`config.mk`:
```
export PLATFORM = sky130hd
export DESIGN_NAME = micro_sequencer_flat
export DESIGN_NICKNAME = d
export VERILOG_FILES = /design/src/rtl/micro_sequencer_if.sv /design/src/rtl/micro_sequencer.sv /design/src/flat_wrapper.sv
export SDC_FILE = /design/constraint.sdc
export NUM_CORES = 1
export LEC_CHECK = 0
export CORE_ASPECT_RATIO = 0.8
export CORE_MARGIN = 8
export CORE_UTILIZATION = 50
export CTS_BUF_LIST = sky130_fd_sc_hd__clkbuf_8
export DETAILED_ROUTE_END_ITERATION = 7
export PLACE_DENSITY = 0.88
export REMOVE_ABC_BUFFERS = 1
export SLEW_MARGIN = 25
export SYNTH_ARGS = -nofsm -noshare
export SYNTH_HDL_FRONTEND = slang
export SYNTH_SLANG_ARGS = --single-unit
export TNS_END_PERCENT = 20
```
`constraint.sdc`:
```
create_clock -name clk -period 2.76 [get_ports clk]
set_clock_uncertainty 0.15 [all_clocks]
set_input_delay 0.552 -clock clk [delete_from_list [all_inputs] [get_ports clk]]
set_output_delay 0.552 -clock clk [all_outputs]
set_load 0.01 [all_outputs]
```
`src/rtl/micro_sequencer_if.sv`:
```
// micro_sequencer_if -- sequencer handshake/control bundle.
//   run            : step enable (0 = bubble)
//   ir_opcode[7:0] : instruction register contents
//   acc_neg        : accumulator sign flag
//   control_signal : registered 32-bit control word
//   state_o[3:0]   : current state (debug)
//   halted         : high while in HALT
// master drives the inputs and observes the outputs; slave is the sequencer.
interface micro_sequencer_if;
    logic        run;
    logic [7:0]  ir_opcode;
    logic        acc_neg;
    logic [31:0] control_signal;
    logic [3:0]  state_o;
    logic        halted;

    modport master (
        output run, ir_opcode, acc_neg,
        input  control_signal, state_o, halted
    );

    modport slave (
        input  run, ir_opcode, acc_neg,
        output control_signal, state_o, halted
    );
endinterface

```
`src/rtl/micro_sequencer.sv`:
```
// micro_sequencer -- Moore micro-sequencer for a small accumulator machine.
// Walks fetch (F0..F2), decode, address (A0..A2) and execute (E0..E1) steps.
// Each step's control word is registered on entry, so control_signal comes
// straight from flops.
//   clk : rising-edge clock
//   rst : asynchronous, active-low reset
//   bus : micro_sequencer_if.slave (run, ir_opcode, acc_neg in;
//         control_signal, state_o, halted out)
module micro_sequencer (
    input  logic               clk,
    input  logic               rst,
    micro_sequencer_if.slave   bus
);

    typedef enum logic [3:0] {
        S_IDLE = 4'd0,
        S_F0   = 4'd1,
        S_F1   = 4'd2,
        S_F2   = 4'd3,
        S_DEC  = 4'd4,
        S_A0   = 4'd5,
        S_A1   = 4'd6,
        S_A2   = 4'd7,
        S_E0   = 4'd8,
        S_E1   = 4'd9,
        S_HALT = 4'd10
    } state_t;

    localparam logic [7:0] OP_LOAD   = 8'h01;
    localparam logic [7:0] OP_STORE  = 8'h02;
    localparam logic [7:0] OP_ADD    = 8'h03;
    localparam logic [7:0] OP_SUB    = 8'h04;
    localparam logic [7:0] OP_JMP    = 8'h05;
    localparam logic [7:0] OP_JMPGEZ = 8'h06;
    localparam logic [7:0] OP_HALT   = 8'hFF;

    localparam logic [31:0] W_HALT = 32'h8000_0000;

    state_t      state;
    state_t      nxt;
    logic [7:0]  op;      // opcode captured when leaving DEC
    logic [31:0] ctrl;

    // Control word issued on entry to step s.
    function automatic logic [31:0] word(input state_t s, input logic [7:0] opc,
                                         input logic neg);
        logic [31:0] w;
        w = '0;
        case (s)
            S_F0, S_A0: w[2] = 1'b1;
            S_F1, S_A1: begin w[4] = 1'b1; w[20] = 1'b1; end
            S_F2:       w[5] = 1'b1;
            S_A2: begin
                if (opc == OP_JMP || (opc == OP_JMPGEZ && !neg)) w[3] = 1'b1;
                else if (opc != OP_JMPGEZ)                       w[6] = 1'b1;
            end
            S_E0: begin
                if (opc == OP_STORE) w[8] = 1'b1;
                else                 w[4] = 1'b1;
            end
            S_E1: begin
                case (opc)
                    OP_LOAD:  w[7]  = 1'b1;
                    OP_ADD:   w[9]  = 1'b1;
                    OP_SUB:   w[10] = 1'b1;
                    default:  w[0]  = 1'b1;  // STORE
                endcase
            end
            S_HALT:     w[31] = 1'b1;
            default:    w = '0;
        endcase
        return w;
    endfunction

    always_comb begin
        nxt = state;
        case (state)
            S_IDLE: nxt = S_F0;
            S_F0:   nxt = S_F1;
            S_F1:   nxt = S_F2;
            S_F2:   nxt = S_DEC;
            S_DEC: begin
                if (bus.ir_opcode == OP_HALT)
                    nxt = S_HALT;
                else if (bus.ir_opcode >= OP_LOAD && bus.ir_opcode <= OP_JMPGEZ)
                    nxt = S_A0;
                else
                    nxt = S_F0;
            end
            S_A0:   nxt = S_A1;
            S_A1:   nxt = S_A2;
            S_A2:   nxt = (op == OP_JMP || op == OP_JMPGEZ) ? S_F0 : S_E0;
            S_E0:   nxt = S_E1;
            S_E1:   nxt = S_F0;
            S_HALT: nxt = S_HALT;
            default: nxt = S_IDLE;
        endcase
    end

    // The A2 word is formed on the edge entering A2, so acc_neg is taken
    // there. A bubble zeroes the word but keeps the state, so on resume
    // the held step advances without repeating its word (no double PC_INC).
    always_ff @(posedge clk or negedge rst) begin
        if (!rst) begin
            state <= S_IDLE;
            ctrl  <= '0;
            op    <= '0;
        end else if (state == S_HALT) begin
            ctrl <= W_HALT;
        end else if (bus.run) begin
            state <= nxt;
            ctrl  <= word(nxt, op, bus.acc_neg);
            if (state == S_DEC) op <= bus.ir_opcode;
        end else begin
            ctrl <= '0;
        end
    end

    assign bus.control_signal = ctrl;
    assign bus.state_o        = state;
    assign bus.halted         = (state == S_HALT);

endmodule

```
`src/flat_wrapper.sv`:
```
// flat-port wrapper written by rule: the top's interface ports become plain ports
module micro_sequencer_flat 
  (clk, rst, bus_run, bus_ir_opcode, bus_acc_neg, bus_control_signal, bus_state_o, bus_halted);
  micro_sequencer_if bus_i ();
  input  logic clk;
  input  logic rst;
  input wire logic [$bits(bus_i.run)-1:0] bus_run;
  input wire logic [$bits(bus_i.ir_opcode)-1:0] bus_ir_opcode;
  input wire logic [$bits(bus_i.acc_neg)-1:0] bus_acc_neg;
  output wire logic [$bits(bus_i.control_signal)-1:0] bus_control_signal;
  output wire logic [$bits(bus_i.state_o)-1:0] bus_state_o;
  output wire logic [$bits(bus_i.halted)-1:0] bus_halted;
  assign bus_i.run = bus_run;
  assign bus_i.ir_opcode = bus_ir_opcode;
  assign bus_i.acc_neg = bus_acc_neg;
  assign bus_control_signal = bus_i.control_signal;
  assign bus_state_o = bus_i.state_o;
  assign bus_halted = bus_i.halted;
  micro_sequencer u_core (.clk(clk), .rst(rst), .bus(bus_i));
endmodule
```
==> run_results.csv, run 1 <==
group,metric,value,unit
route,dr_total_vias,1080,
floorplan,row_count,17,
pwr,p_switching,579.1,uW
final_layout,finalNetCount,178,
synth,yosys_most_used_dff,"dfrtp_1",
final_layout,num-fill-cells,243,
worst_hold_path,min-delay-path-class,"reg2reg",
clocking,cts_buffers,3,
pwr,internal_power,953.4,uW
global_routing,grt_pass1_vias,1110,
floorplan,core-area,2701,sq um
placed_design,gp_congestion,0.8949,
critical_path,end_kind,"output pin",
timing,rsz0062_at_grt,"no",
global_routing,grt.overflow.total,0,
synth,synth_seq_cells,24,
route,drtAntennaViolNets,0,
synth,ys_types,41,
timing,min_period_over_period,0.8890,
timing,min_period,2.454,ns
route,drt-pass1-iter-count,4,
final_layout,area_growth,21.59,%
floorplan,ios,49,
critical_path,cp_cell_sequence,"nand2b_1 -> nor2_1 -> clkdlybuf4s50_1",
critical_path,arrival,1.75,ns
timing,whs,0.3698,ns
timing,slew_headroom,0.6190,
synth,avgSynthCellArea,10.04,sq um
route,totalWireLength,3069,um
worst_hold_path,hp-start,"u_core.op[4]",
placed_design,dp_slack,0.1114,ns
floorplan,die-area,4721,sq um
critical_path,rrSetupSlack,0.66,ns
critical_path,cp_slowest_cell,"dfrtp_1",
clocking,root_buffer,"clkbuf_8",
critical_path,rr_startpoint,"u_core.bus.state_o[2]",
pwr,leakage,0.0007247,uW
critical_path,criticalPathCategory,"reg2out",
placed_design,place_hpwl,2406,um
synth,ys_seq_area_frac,0.4336,
floorplan,die_x,74.85,um
global_routing,grt_max_degree,25,
pwr,switching_share,0.3779,
pwr,pwr-share-seq,0.380,
timing,fin_ws,0.3064,ns
final_layout,mostFrequentLayoutCell,"clkdlybuf4s50_1",
route,drcViolationCount,0,
synth,synth_edf_count,0,
synth,synth_warnings,0,
critical_path,startpoint_type,"flip-flop",
worst_hold_path,hold_end,"u_core.op[4]",
clocking,ctsResizeCount,0,
critical_path,worst_path_largest_cell_delay,0.61,ns
job,max_cap_violations,0,
outcome,status,"complete, no violations",
critical_path,worst-path-max-fanout,14,
clocking,clock_latency,0.26,ns
timing,tns,0,ns
pwr,peakVddDrop,0.5313,mV
synth,synth_cells,138,
final_layout,drive_gt1_frac,0.1091,
pwr,total_power,1533,uW
worst_hold_path,hold_path_depth,1,
pwr,p_comb_frac,0.425,
critical_path,worstReg2RegEnd,"u_core.bus.control_signal[31]",
final_layout,num_antenna_cells,0,
clocking,htreeDepth,1,
timing,max_freq,407.6,MHz
route,first_iter_violations,36,
pwr,powerDensity,910.0,nW/um^2
global_routing,grt_pass1_wl,5140,um
clocking,clk_pin_slew_worst_paths,0.08,ns
global_routing,antenna_found_initial,0,
floorplan,dieHeight,63.08,um
route,wl_per_cell,15.12,um
floorplan,start_util,0.5127,
global_routing,track_usage,0.1359,
critical_path,worstPathRequired,2.06,ns
clocking,cts_buffer_depth,2,
final_layout,final_cell_mix,"clkdlybuf4s50_1 (28), dfrtp_1 (24), conb_1 (20)",
critical_path,worst-path-buf-inv,1,
clocking,tritoncts,"built",
critical_path,crit_family,"flip-flops",
synth,postSynth.asyncResetShare,1.000,
clocking,post-cts-setup-buffers,0,
synth,synth_area,1385,sq um
route,vias_per_cell,5.320,
clocking,clkSinkCount,24,
pwr,clockPowerShare,0.196,
timing,finalHoldViolations,0,
timing,drv_slew,0,
timing,tightest_slew,0.5663,ns
timing,setup_viol,0,
critical_path,r2r_cells,4,
placed_design,io_buffers,28,
clocking,hold_buffers,0,
-- synthesized netlist by cell type (3+ instances only) --
library cell / number / share of area
dfrtp_1: 24 / 0.43
buf_4: 20 / 0.11
nor4_1: 9 / 0.041
mux2_2: 8 / 0.065
nand2b_1: 7 / 0.032
nand3_1: 7 / 0.025
a21oi_1: 6 / 0.022
nor2_1: 6 / 0.016
nand2_1: 5 / 0.014
inv_1: 4 / 0.011
nor2b_1: 3 / 0.014
nor3_1: 3 / 0.011
o21ai_0: 3 / 0.011
or3_1: 3 / 0.014
-- worst max-delay path by stage --
| stage | cells after the start | from | end |
|---|---|---|---|
| finish | 3 | u_core.bus.state_o[1] | bus_halted |
| global route | 3 | u_core.bus.state_o[1] | bus_halted |
| CTS | 3 | u_core.bus.state_o[2] | bus_halted |
| detailed placement | 5 | bus_ir_opcode[7] | u_core.bus.control_signal[31] |
| global placement | 5 | bus_ir_opcode[6] | u_core.bus.control_signal[31] |
| floorplan | 4 | bus_ir_opcode[7] | u_core.bus.control_signal[31] |
-- layout make-up --
| class | instances | area, sq um | share of cell area |
|---|---|---|---|
| clock buffer | 3 | 41.29 | 0.02452 |
| clock inverter | 1 | 30.03 | 0.01783 |
| inverter | 4 | 15.01 | 0.008915 |
| multi-input combinational | 104 | 661.9 | 0.3930 |
| sequential | 24 | 600.6 | 0.3566 |
| tap | 38 | 47.55 | 0.02823 |
| timing repair buffer | 29 | 287.8 | 0.1709 |
-- logic make-up (layout without fill, tap and decap cells) --
| kind of cell | count (synthesis) | count (layout) | share of synthesized area |
|---|---|---|---|
| xor+xnor | 2 | 2 | 0.01265 |
| other cells | 1 | 20 | 0.002707 |
| simple gates | 54 | 54 | 0.2367 |
| buf+inv | 29 | 37 | 0.1400 |
| flops | 24 | 24 | 0.4336 |
| compound gates | 20 | 20 | 0.1093 |
| mux | 8 | 8 | 0.06504 |
-- layer usage --
metal,part of all wire,wire [um],vias to the layer above,GRT usage
met1,0.40,1235,521,0.1613
met4,0.017,51,0,0.03659
li1,-,-,507,-
met5,0,0,-,0
met2,0.51,1550,46,0.2263
met3,0.076,232,6,0.04265
-- stage by stage --
step,area [sq um],util,std cells
2_1_floorplan,1277,-,132
3_3_place_gp,1613,0.5970,199
3_5_place_dp,1613,0.5970,199
4_1_cts,1684,0.6234,203
5_1_grt,1684,0.6234,203
6_report,1684,0.6234,203
-- power by group through the flow --
| stage | Combinational (uW) | Clock [uW] | Sequential (uW) |
|---|---|---|---|
| after CTS | 650 | 303 | 578 |
| after global routing | 720 | 323 | 597 |
| after floorplan | 398 | 0 | 575 |
| final | 651 | 300 | 582 |
| after global placement | 630 | 0 | 579 |
| after detailed placement | 644 | 0 | 585 |
-- state kept, by name, summed over array words and instances (netlist names) --
register                   cells
u_core.op                      8
u_core.bus.state_o             4
u_core.bus.control_signal     12
Note: power is estimated with default switching activity, not from simulation.
==> inputs of run 2 (changes only) <==
- CORE_UTILIZATION: 50 -> 48
- CTS_BUF_LIST: sky130_fd_sc_hd__clkbuf_8 -> unset
- PLACE_DENSITY: 0.88 -> 0.85
==> run_results.csv, run 2 (same netlist as run 1, synthesis figures left out) <==
group,metric,value,unit
clocking,root_buffer,"clkbuf_4",
placed_design,gp_congestion,0.8502,
critical_path,rr_startpoint,"u_core.op[3]",
critical_path,crit_cells,3,
worst_hold_path,hp-start,"u_core.op[3]",
timing,finalHoldViolations,0,
critical_path,worstPathRequired,2.06,ns
critical_path,cp-endpoint,"bus_halted",
clocking,clk_pin_slew_worst_paths,0.12,ns
clocking,htreeDepth,1,
floorplan,dieHeight,64.05,um
clocking,clkSinkCount,24,
pwr,peakVddDrop,0.4072,mV
global_routing,grt.overflow.total,0,
route,wl_per_cell,15.41,um
global_routing,track_usage,0.1251,
critical_path,worst_path_largest_cell_delay,0.54,ns
clocking,cts_buffer_depth,2,
final_layout,num_antenna_cells,0,
route,totalWireLength,3129,um
critical_path,criticalPathCategory,"reg2out",
critical_path,worst-path-buf-inv,1,
timing,drv_slew,0,
timing,min_period,2.503,ns
clocking,tritoncts,"built",
floorplan,start_util,0.5048,
final_layout,finalNetCount,178,
route,vias_per_cell,5.320,
floorplan,core-area,2744,sq um
outcome,status,"complete, no violations",
critical_path,end_kind,"output pin",
critical_path,arrival,1.80,ns
final_layout,final_cell_mix,"clkdlybuf4s50_1 (28), dfrtp_1 (24), conb_1 (20)",
critical_path,worstReg2RegEnd,"u_core.bus.control_signal[2]",
critical_path,crit_family,"buffers and inverters",
global_routing,antenna_found_initial,0,
route,drtAntennaViolNets,0,
clocking,post-cts-setup-buffers,0,
timing,tightest_slew,0.6142,ns
clocking,clock_latency,0.31,ns
final_layout,num-fill-cells,238,
clocking,ctsResizeCount,0,
final_layout,largest_register_ffs,12,
placed_design,placed_area,1613,sq um
global_routing,grt_pass1_wl,5133,um
critical_path,worst-path-max-fanout,10,
critical_path,startpoint_type,"flip-flop",
floorplan,ios,49,
timing,max_freq,399.5,MHz
final_layout,drive_gt1_frac,0.1091,
timing,tns,0,ns
worst_hold_path,min-delay-path-class,"reg2reg",
critical_path,cp_slowest_cell,"clkdlybuf4s50_1",
job,max_cap_violations,0,
pwr,leakage,0.0007100,uW
timing,min_period_over_period,0.9070,
route,dr_total_vias,1080,
timing,slew_headroom,0.5867,
placed_design,io_buffers,28,
route,drcViolationCount,0,
pwr,powerDensity,862.3,nW/um^2
final_layout,mostFrequentLayoutCell,"clkdlybuf4s50_1",
critical_path,r2r_cells,4,
floorplan,row_count,17,
critical_path,rrSetupSlack,0.60,ns
clocking,hold_buffers,0,
floorplan,die_x,76.06,um
route,first_iter_violations,68,
critical_path,startpoint,"u_core.bus.state_o[2]",
clocking,cts_buffers,3,
timing,rsz0062_at_grt,"no",
global_routing,grt_max_degree,25,
critical_path,cp_cell_sequence,"nand2b_1 -> nor2_1 -> clkdlybuf4s50_1",
timing,setup_viol,0,
final_layout,area_growth,19.06,%
global_routing,grt_pass1_vias,1125,
final_layout,stdcell_area,1649,sq um
placed_design,place_hpwl,2453,um
floorplan,die-area,4871,sq um
route,drt-pass1-iter-count,4,
-- run 2: cell count changes in the layout (fill, tap and decap cells not counted), sizes merged --
cell,previous run,this run
clkbuf,3,4
bufinv,1,0
-- run 2: area by class of cell --
type | instances | area [sq um] | share of cell area
sequential | 24 | 600.6 | 0.3642
timing repair buffer | 29 | 287.8 | 0.1745
multi-input combinational | 104 | 661.9 | 0.4014
tap | 38 | 47.55 | 0.02883
clock buffer | 4 | 36.28 | 0.02200
inverter | 4 | 15.01 | 0.009105
-- run 2: worst reg2reg max path, delay by kind of cell (launching register included) --
kind | cells | cell delay (ns)
and+or+nand+nor | 3 | 1.10
DFF | 1 | 0.39
AOI/OAI and AO/OA | 1 | 0.41
-- run 2: worst min-delay path by stage --
stage,slack [ns],cells past startpoint,end
final,0.37,1,u_core.op[3]
after CTS,0.37,1,u_core.op[3]
after global routing,0.42,1,u_core.op[3]
after global placement,0.34,1,u_core.op[3]
after floorplan,0.11,0,u_core.bus.control_signal[0]
after detailed placement,0.35,1,u_core.op[5]
-- run 2: metal layers --
| metal | vias to the layer above | GRT usage | wire (um) |
|---|---|---|---|
| met1 | 517 | 0.1474 | 1322 |
| met4 | 0 | 0.02153 | 12 |
| met5 | - | 0 | 0 |
| met2 | 53 | 0.2199 | 1560 |
| met3 | 2 | 0.04190 | 233 |
| li1 | 508 | - | - |
-- run 2: metrics by stage --
stage / worst slack, ns / utilization / total power, uW / cells / hold WS (ns)
after global routing: 0.1644 / 0.6010 / 1519 / 203 / 0.4157
after global placement: 0.1715 / 0.5878 / 1206 / 199 / 0.3437
final: 0.2568 / 0.6010 / 1422 / 203 / 0.3722
after CTS: 0.2571 / 0.6010 / 1416 / 203 / 0.3739
after detailed placement: 0.08764 / 0.5878 / 1233 / 199 / 0.3529
after floorplan: 0.7697 / - / 972.9 / 132 / 0.1064
-- run 2: where the power goes --
part           internal (uW)  switching [uW]  leakage (uW)
Clock                   80.7             101     0.0000210
Combinational            316             348      0.000370
Sequential               444             134      0.000319
==> inputs of run 3 (changes only) <==
- ABC_AREA: unset -> 1
- CORE_UTILIZATION: 48 -> 49
==> run_results.csv, run 3 <==
group,metric,value,unit
synth,synth_cells,180,
clocking,ctsResizeCount,0,
final_layout,drive_gt1_frac,0.1611,
synth,synthTopCellsByArea,"dfrtp_1 (42%), buf_4 (10%), nand2_1 (10%)",
timing,drv_slew,0,
clocking,cts_buffer_depth,2,
timing,rsz0062_at_grt,"no",
route,first_iter_violations,51,
critical_path,r2r_cells,7,
pwr,powerDensity,964.4,nW/um^2
global_routing,met1_usage,0.1434,
placed_design,dp.cells,245,
synth,ys_seq_area_frac,0.4156,
floorplan,ios,49,
timing,setup_viol,0,
placed_design,placed_area,1690,sq um
global_routing,busiest_layer,"met2",
route,drtAntennaViolNets,0,
synth,synth_top_area_cell,"dfrtp_1",
final_layout,finalNetCount,224,
timing,max_freq,416.4,MHz
final_layout,area_growth,21.90,%
final_layout,stdcell_area,1762,sq um
placed_design,gp_congestion,0.8168,
clocking,post-cts-setup-buffers,0,
worst_hold_path,min-delay-path-class,"reg2reg",
clocking,root_buffer,"clkbuf_8",
pwr,peakVddDrop,0.7883,mV
final_layout,mostFrequentLayoutCell,"nand2_1",
route,vias_per_cell,4.518,
route,wl_per_cell,11.34,um
worst_hold_path,hp-start,"u_core.op[6]",
outcome,status,"complete, no violations",
synth,avgSynthCellArea,8.029,sq um
worst_hold_path,hold_end,"u_core.op[6]",
route,drt-pass1-iter-count,4,
pwr,total_power,1699,uW
synth,synth_seq_cells,24,
pwr,leakage,0.0008758,uW
critical_path,criticalPathCategory,"reg2out",
job,max_cap_violations,0,
floorplan,dieHeight,64.58,um
clocking,clock_latency,0.27,ns
clocking,cts_buffers,3,
global_routing,use_met2,0.1968,
floorplan,start_util,0.5186,
synth,synth_top_area_frac,0.4156,
critical_path,rrSetupSlack,1.15,ns
floorplan,die_x,76.72,um
timing,tns,0,ns
global_routing,grt_max_degree,25,
critical_path,arrival,1.70,ns
clocking,htreeDepth,1,
critical_path,end_kind,"output pin",
critical_path,worstPathRequired,2.06,ns
critical_path,rr_startpoint,"u_core.bus.state_o[3]",
placed_design,io_buffers,28,
clocking,tritoncts,"built",
timing,finalHoldViolations,0,
critical_path,worst-path-max-fanout,5,
final_layout,num_antenna_cells,0,
floorplan,die-area,4954,sq um
final_layout,fin_util,0.6322,
timing,min_period_over_period,0.8701,
global_routing,met3_usage,0.04408,
route,drcViolationCount,0,
global_routing,grt_pass1_vias,1127,
synth,postSynth.asyncResetShare,1.000,
placed_design,place_hpwl,2247,um
clocking,clk_pin_slew_worst_paths,0.08,ns
synth,ys_top_cells_by_count,"nand2_1 (40), dfrtp_1 (24), inv_1 (24), buf_4 (20), nor2_1 (17)",
clocking,hold_buffers,0,
final_layout,largest_register_ffs,12,
global_routing,grt.overflow.total,0,
floorplan,row_count,17,
clocking,clkSinkCount,24,
critical_path,worstReg2RegEnd,"u_core.bus.state_o[3]",
route,dr_total_vias,1125,
synth,yosys_most_used_dff,"dfrtp_1",
global_routing,grt_pass1_wl,4892,um
floorplan,core-area,2786,sq um
worst_hold_path,hold_path_depth,2,
synth,synth_warnings,0,
route,totalWireLength,2823,um
critical_path,startpoint_type,"flip-flop",
final_layout,final_cells,249,
synth,synth_most_common_cell,"nand2_1",
synth,synth_edf_count,0,
final_layout,final_cell_mix,"nand2_1 (40), clkdlybuf4s50_1 (28), inv_1 (24), dfrtp_1 (24), conb_1 (20)",
timing,min_period,2.402,ns
global_routing,track_usage,0.1206,
synth,ys_types,22,
global_routing,antenna_found_initial,0,
synth,synth_area,1445,sq um
[run 3: cell types whose count changed after synthesis, moves of 4 or more]
cell      previous run  this run
nand2_2              0         6
nand2b_1             7         0
nand4_1              1         6
nor2_4               0         4
inv_2                0         4
nand2_1              5        40
mux2_2               8         0
o21ai_2              0         8
inv_1                4        24
nor4_1               9         0
nor2_1               6        17
[run 3: worst max-delay path, cell delays in order (launching register included)]
cell,delay (ns)
dfrtp_1,0.43
nor2_1,0.19
inv_1,0.11
nor2_4,0.14
clkdlybuf4s50_1,0.56
[run 3: layout make-up]
class                           count  area (sq um)
Clock inverter                      1         30.03
Multi-Input combinational cell    126         649.4
Timing Repair Buffer               29         287.8
Fill cell                         231          1025
Inverter                           28         105.1
Sequential cell                    24         600.6
Tap cell                           38         47.55
Clock buffer                        3         41.29
[run 3: kinds of logic (layout without fill, tap and decap cells)]
logic type             count (synthesis)  after routing  synth area share
buffers and inverters                 49             61            0.1844
other                                  1             20          0.002595
and+or+nand+nor                       89             89            0.3039
AOI/OAI and AO/OA                     17             17           0.09351
DFF                                   24             24            0.4156
[run 3: how the worst max path moves through the flow]
stage	start	to	cells past startpoint
floorplan	u_core.bus.state_o[0]	bus_halted	3
global placement	u_core.bus.state_o[0]	bus_halted	4
detailed placement	bus_ir_opcode[1]	u_core.bus.control_signal[31]	9
CTS	u_core.bus.state_o[0]	bus_halted	4
global route	u_core.bus.state_o[2]	bus_halted	4
finish	u_core.bus.state_o[0]	bus_halted	4
[run 3: power by group]
group / switching [uW] / leakage (uW) / internal (uW)
clock network: 110 / 0.0000357 / 194
registers: 99.4 / 0.000322 / 467
logic: 497 / 0.000519 / 332
[run 3: stage by stage]
stage	hold slack (ns)	worst slack, ns
floorplan	0.1064	1.261
global placement	0.3157	0.6906
detailed placement	0.3196	0.6764
CTS	0.3396	0.3317
global route	0.3625	0.2639
finish	0.3332	0.3585
[run 3: routing by layer]
layer | part of all wire | wire length (um)
met5 | 0 | 0
met4 | 0.013 | 36
met2 | 0.47 | 1327
met1 | 0.45 | 1266
met3 | 0.068 | 192
==> RTL edit, RTL diff (flow settings as in run 3) <==
Make the reset (`rst`) synchronous in one clocked block. Comments in the files are not updated.
--- a/src/rtl/micro_sequencer.sv
+++ b/src/rtl/micro_sequencer.sv
@@ -100,7 +100,7 @@
     // The A2 word is formed on the edge entering A2, so acc_neg is taken
     // there. A bubble zeroes the word but keeps the state, so on resume
     // the held step advances without repeating its word (no double PC_INC).
-    always_ff @(posedge clk or negedge rst) begin
+    always_ff @(posedge clk) begin
         if (!rst) begin
             state <= S_IDLE;
             ctrl  <= '0;
Behaviour: differs if rst is asserted again (counterexample within 4 cycles, from zero or initial values and one cycle with rst low); with rst held inactive, the same outputs for 10 cycles.
==> RTL edit against run 3 <==
Non-clock buffer count unchanged; setup slack better by 0.053 ns; maximum frequency up 2.3%; highest routed layer is now met3; utilization about the same; routed wire length down 0.71%; synthesized cell count up 1.1%; synthesized area down 12%; sequential cell count unchanged; critical path type unchanged; final cell count down 0.40%; design area down 12%.
Power is not compared: it rests on default switching activity, and its combinational part moved more than twofold at a synthesized area within 25%.
==> RTL edit: results (changes against run 3) <==
| Metric | Value |
|---|---|
| CP max FO | `6 (+1)` |
| PostCTS Resize Cnt | `0 (unchanged)` |
| Worst slack at placement | `0.523 ns (-0.153 ns)` |
| Post-CTS Setup Inserts | `0 (unchanged)` |
| Final Critical Period | `2.35 ns (-0.0529 ns)` |
| Input/output buffers | `28 (unchanged)` |
| Leakage | `between 0.6 and 0.7 nW` |
| Reg2reg start | `u_core.bus.state_o[0]$_SDFFE_PN0P_` |
| Pin count of the biggest net entering global routing | `15 (-40%)` |
| Initial antenna violation count | `0 (unchanged)` |
| Hold WS | `0.316 ns (-0.0169 ns)` |
| Final net count | `225 (+0.45%)` |
| Cts bufs inserted | `3 (unchanged)` |
| Filler cells | `237 (+2.6%)` |
| DR WL/cell | `11.3 um (-0.31%)` |
| Peak supply drop | `roughly 0.36 mV` |
| CP arrival | `1.65 ns (-0.05 ns)` |
| Final estimated routing congestion in global placement | `0.823 (+0.78%)` |
| Flop2flop setup slack | `0.93 ns (-0.22 ns)` |
| GR Overflow Total | `0 (unchanged)` |
| Setup crit start | `u_core.bus.state_o[3]$_SDFFE_PN0P_` |
| CTS max path bufs | `2 (unchanged)` |
| Worst-Skew Late Latency | `0.32 ns (+0.05 ns)` |
| First-pass detailed-route iteration total | `4 (unchanged)` |
| Aggregate global-route resource usage | `0.130 (+0.00914)` |
| CTS root buf | `clkbuf_4` |
| Max reg flops | `12 (unchanged)` |
| Antenna Cells | `0 (unchanged)` |
| Seq/Total Area, Yosys | `0.378 (-0.0380)` |
| Async S/R FF share, synth | `0 (-1.00)` |
| Unique cell type count in the Yosys netlist | `20 (-9.1%)` |
| Hold WC Path Type | `register to register` |
| Most instantiated cells after synthesis | `nand2_1 (42), dfxtp_1 (24), buf_4 (20), nor2_1 (19), inv_1 (17)` |
| Main area contributors after synthesis | `dfxtp_1 (38%), nand2_1 (12%), buf_4 (12%)` |
| Ys Warns | `0 (unchanged)` |
| Number of global-route vias before repair | `1,094 (-2.9%)` |
| Via density | `4.61 (+2.0%)` |
| HP Start | `u_core.op[1]$_SDFFE_PN0P_` |
| Fraction of layout cells with a size suffix above 1 | `0.0802 (-0.0809)` |
| CTS H-Tree Depth | `1 (unchanged)` |
| Result of the run | `finished, final reports clean` |
| Detailed Place HPWL | `2220 um (-1.4%)` |
| Clock-pin slew on the worst setup and hold paths | `0.13 ns (+0.05 ns)` |
| 1st-iter DRT viols | `63 (+24%)` |
| First-pass GRT wire length | `4640 um (-5.2%)` |
-- RTL edit: logic make-up after synthesis --
kind of cell / Yosys count / share of synthesized area
AO/OA/AOI/OAI: 20 / 0.0836
buffers and inverters: 43 / 0.198
flip-flops: 24 / 0.378
other: 1 / 0.00295
AND/OR/NAND/NOR: 94 / 0.338
-- RTL edit: path summary, 6_finish.rpt --
| kind | cells past startpoint | to |
|---|---|---|
| setup / recovery | 3 | bus_halted |
| hold / removal | 1 | u_core.bus.control_signal[7]$_SDFF_PP0_ |
| setup reg to reg | 7 | u_core.op[3]$_SDFFE_PN0P_ |
| hold reg to reg | 1 | u_core.bus.control_signal[7]$_SDFF_PP0_ |
-- RTL edit: routing by layer --
layer	global-route usage	routed length, um	vias to the layer above
met1	0.167	1340	496
li1	-	-	595
met3	0.0488	231	0
met2	0.206	1240	52
met4	0.0170	0	0
met5	0	0	-
-- RTL edit: cell type report --
cell class	instances	area, um^2	area share
clock buffer	3	22.5	0.0145
multi-input combinational	134	612	0.393
clock inverter	1	30.0	0.0193
tap	36	45.0	0.0289
sequential	24	480	0.309
timing repair buffer	29	288	0.185
inverter	21	78.8	0.0506
-- RTL edit: through the flow --
| stage | cells | cell area (um^2) |
|---|---|---|
| after floorplan | 179 | 1170 |
| after global placement | 244 | 1500 |
| after detailed placement | 244 | 1500 |
| after CTS | 248 | 1560 |
| after global routing | 248 | 1560 |
| final | 248 | 1560 |
-- RTL edit: where the power goes --
part / switching [mW] / leakage [nW] / internal, mW
clock: 0.107 / 0.0279 / 0.147
combinational: 0.0696 / 0.466 / 0.0454
sequential: 0.00886 / 0.194 / 0.354
-- RTL edit: critical path, cell delays in order, from the launching register on --
cell             delay (ns)
dfxtp_1                0.46
nand2_2                0.13
nor2_4                 0.17
clkdlybuf4s50_1        0.56
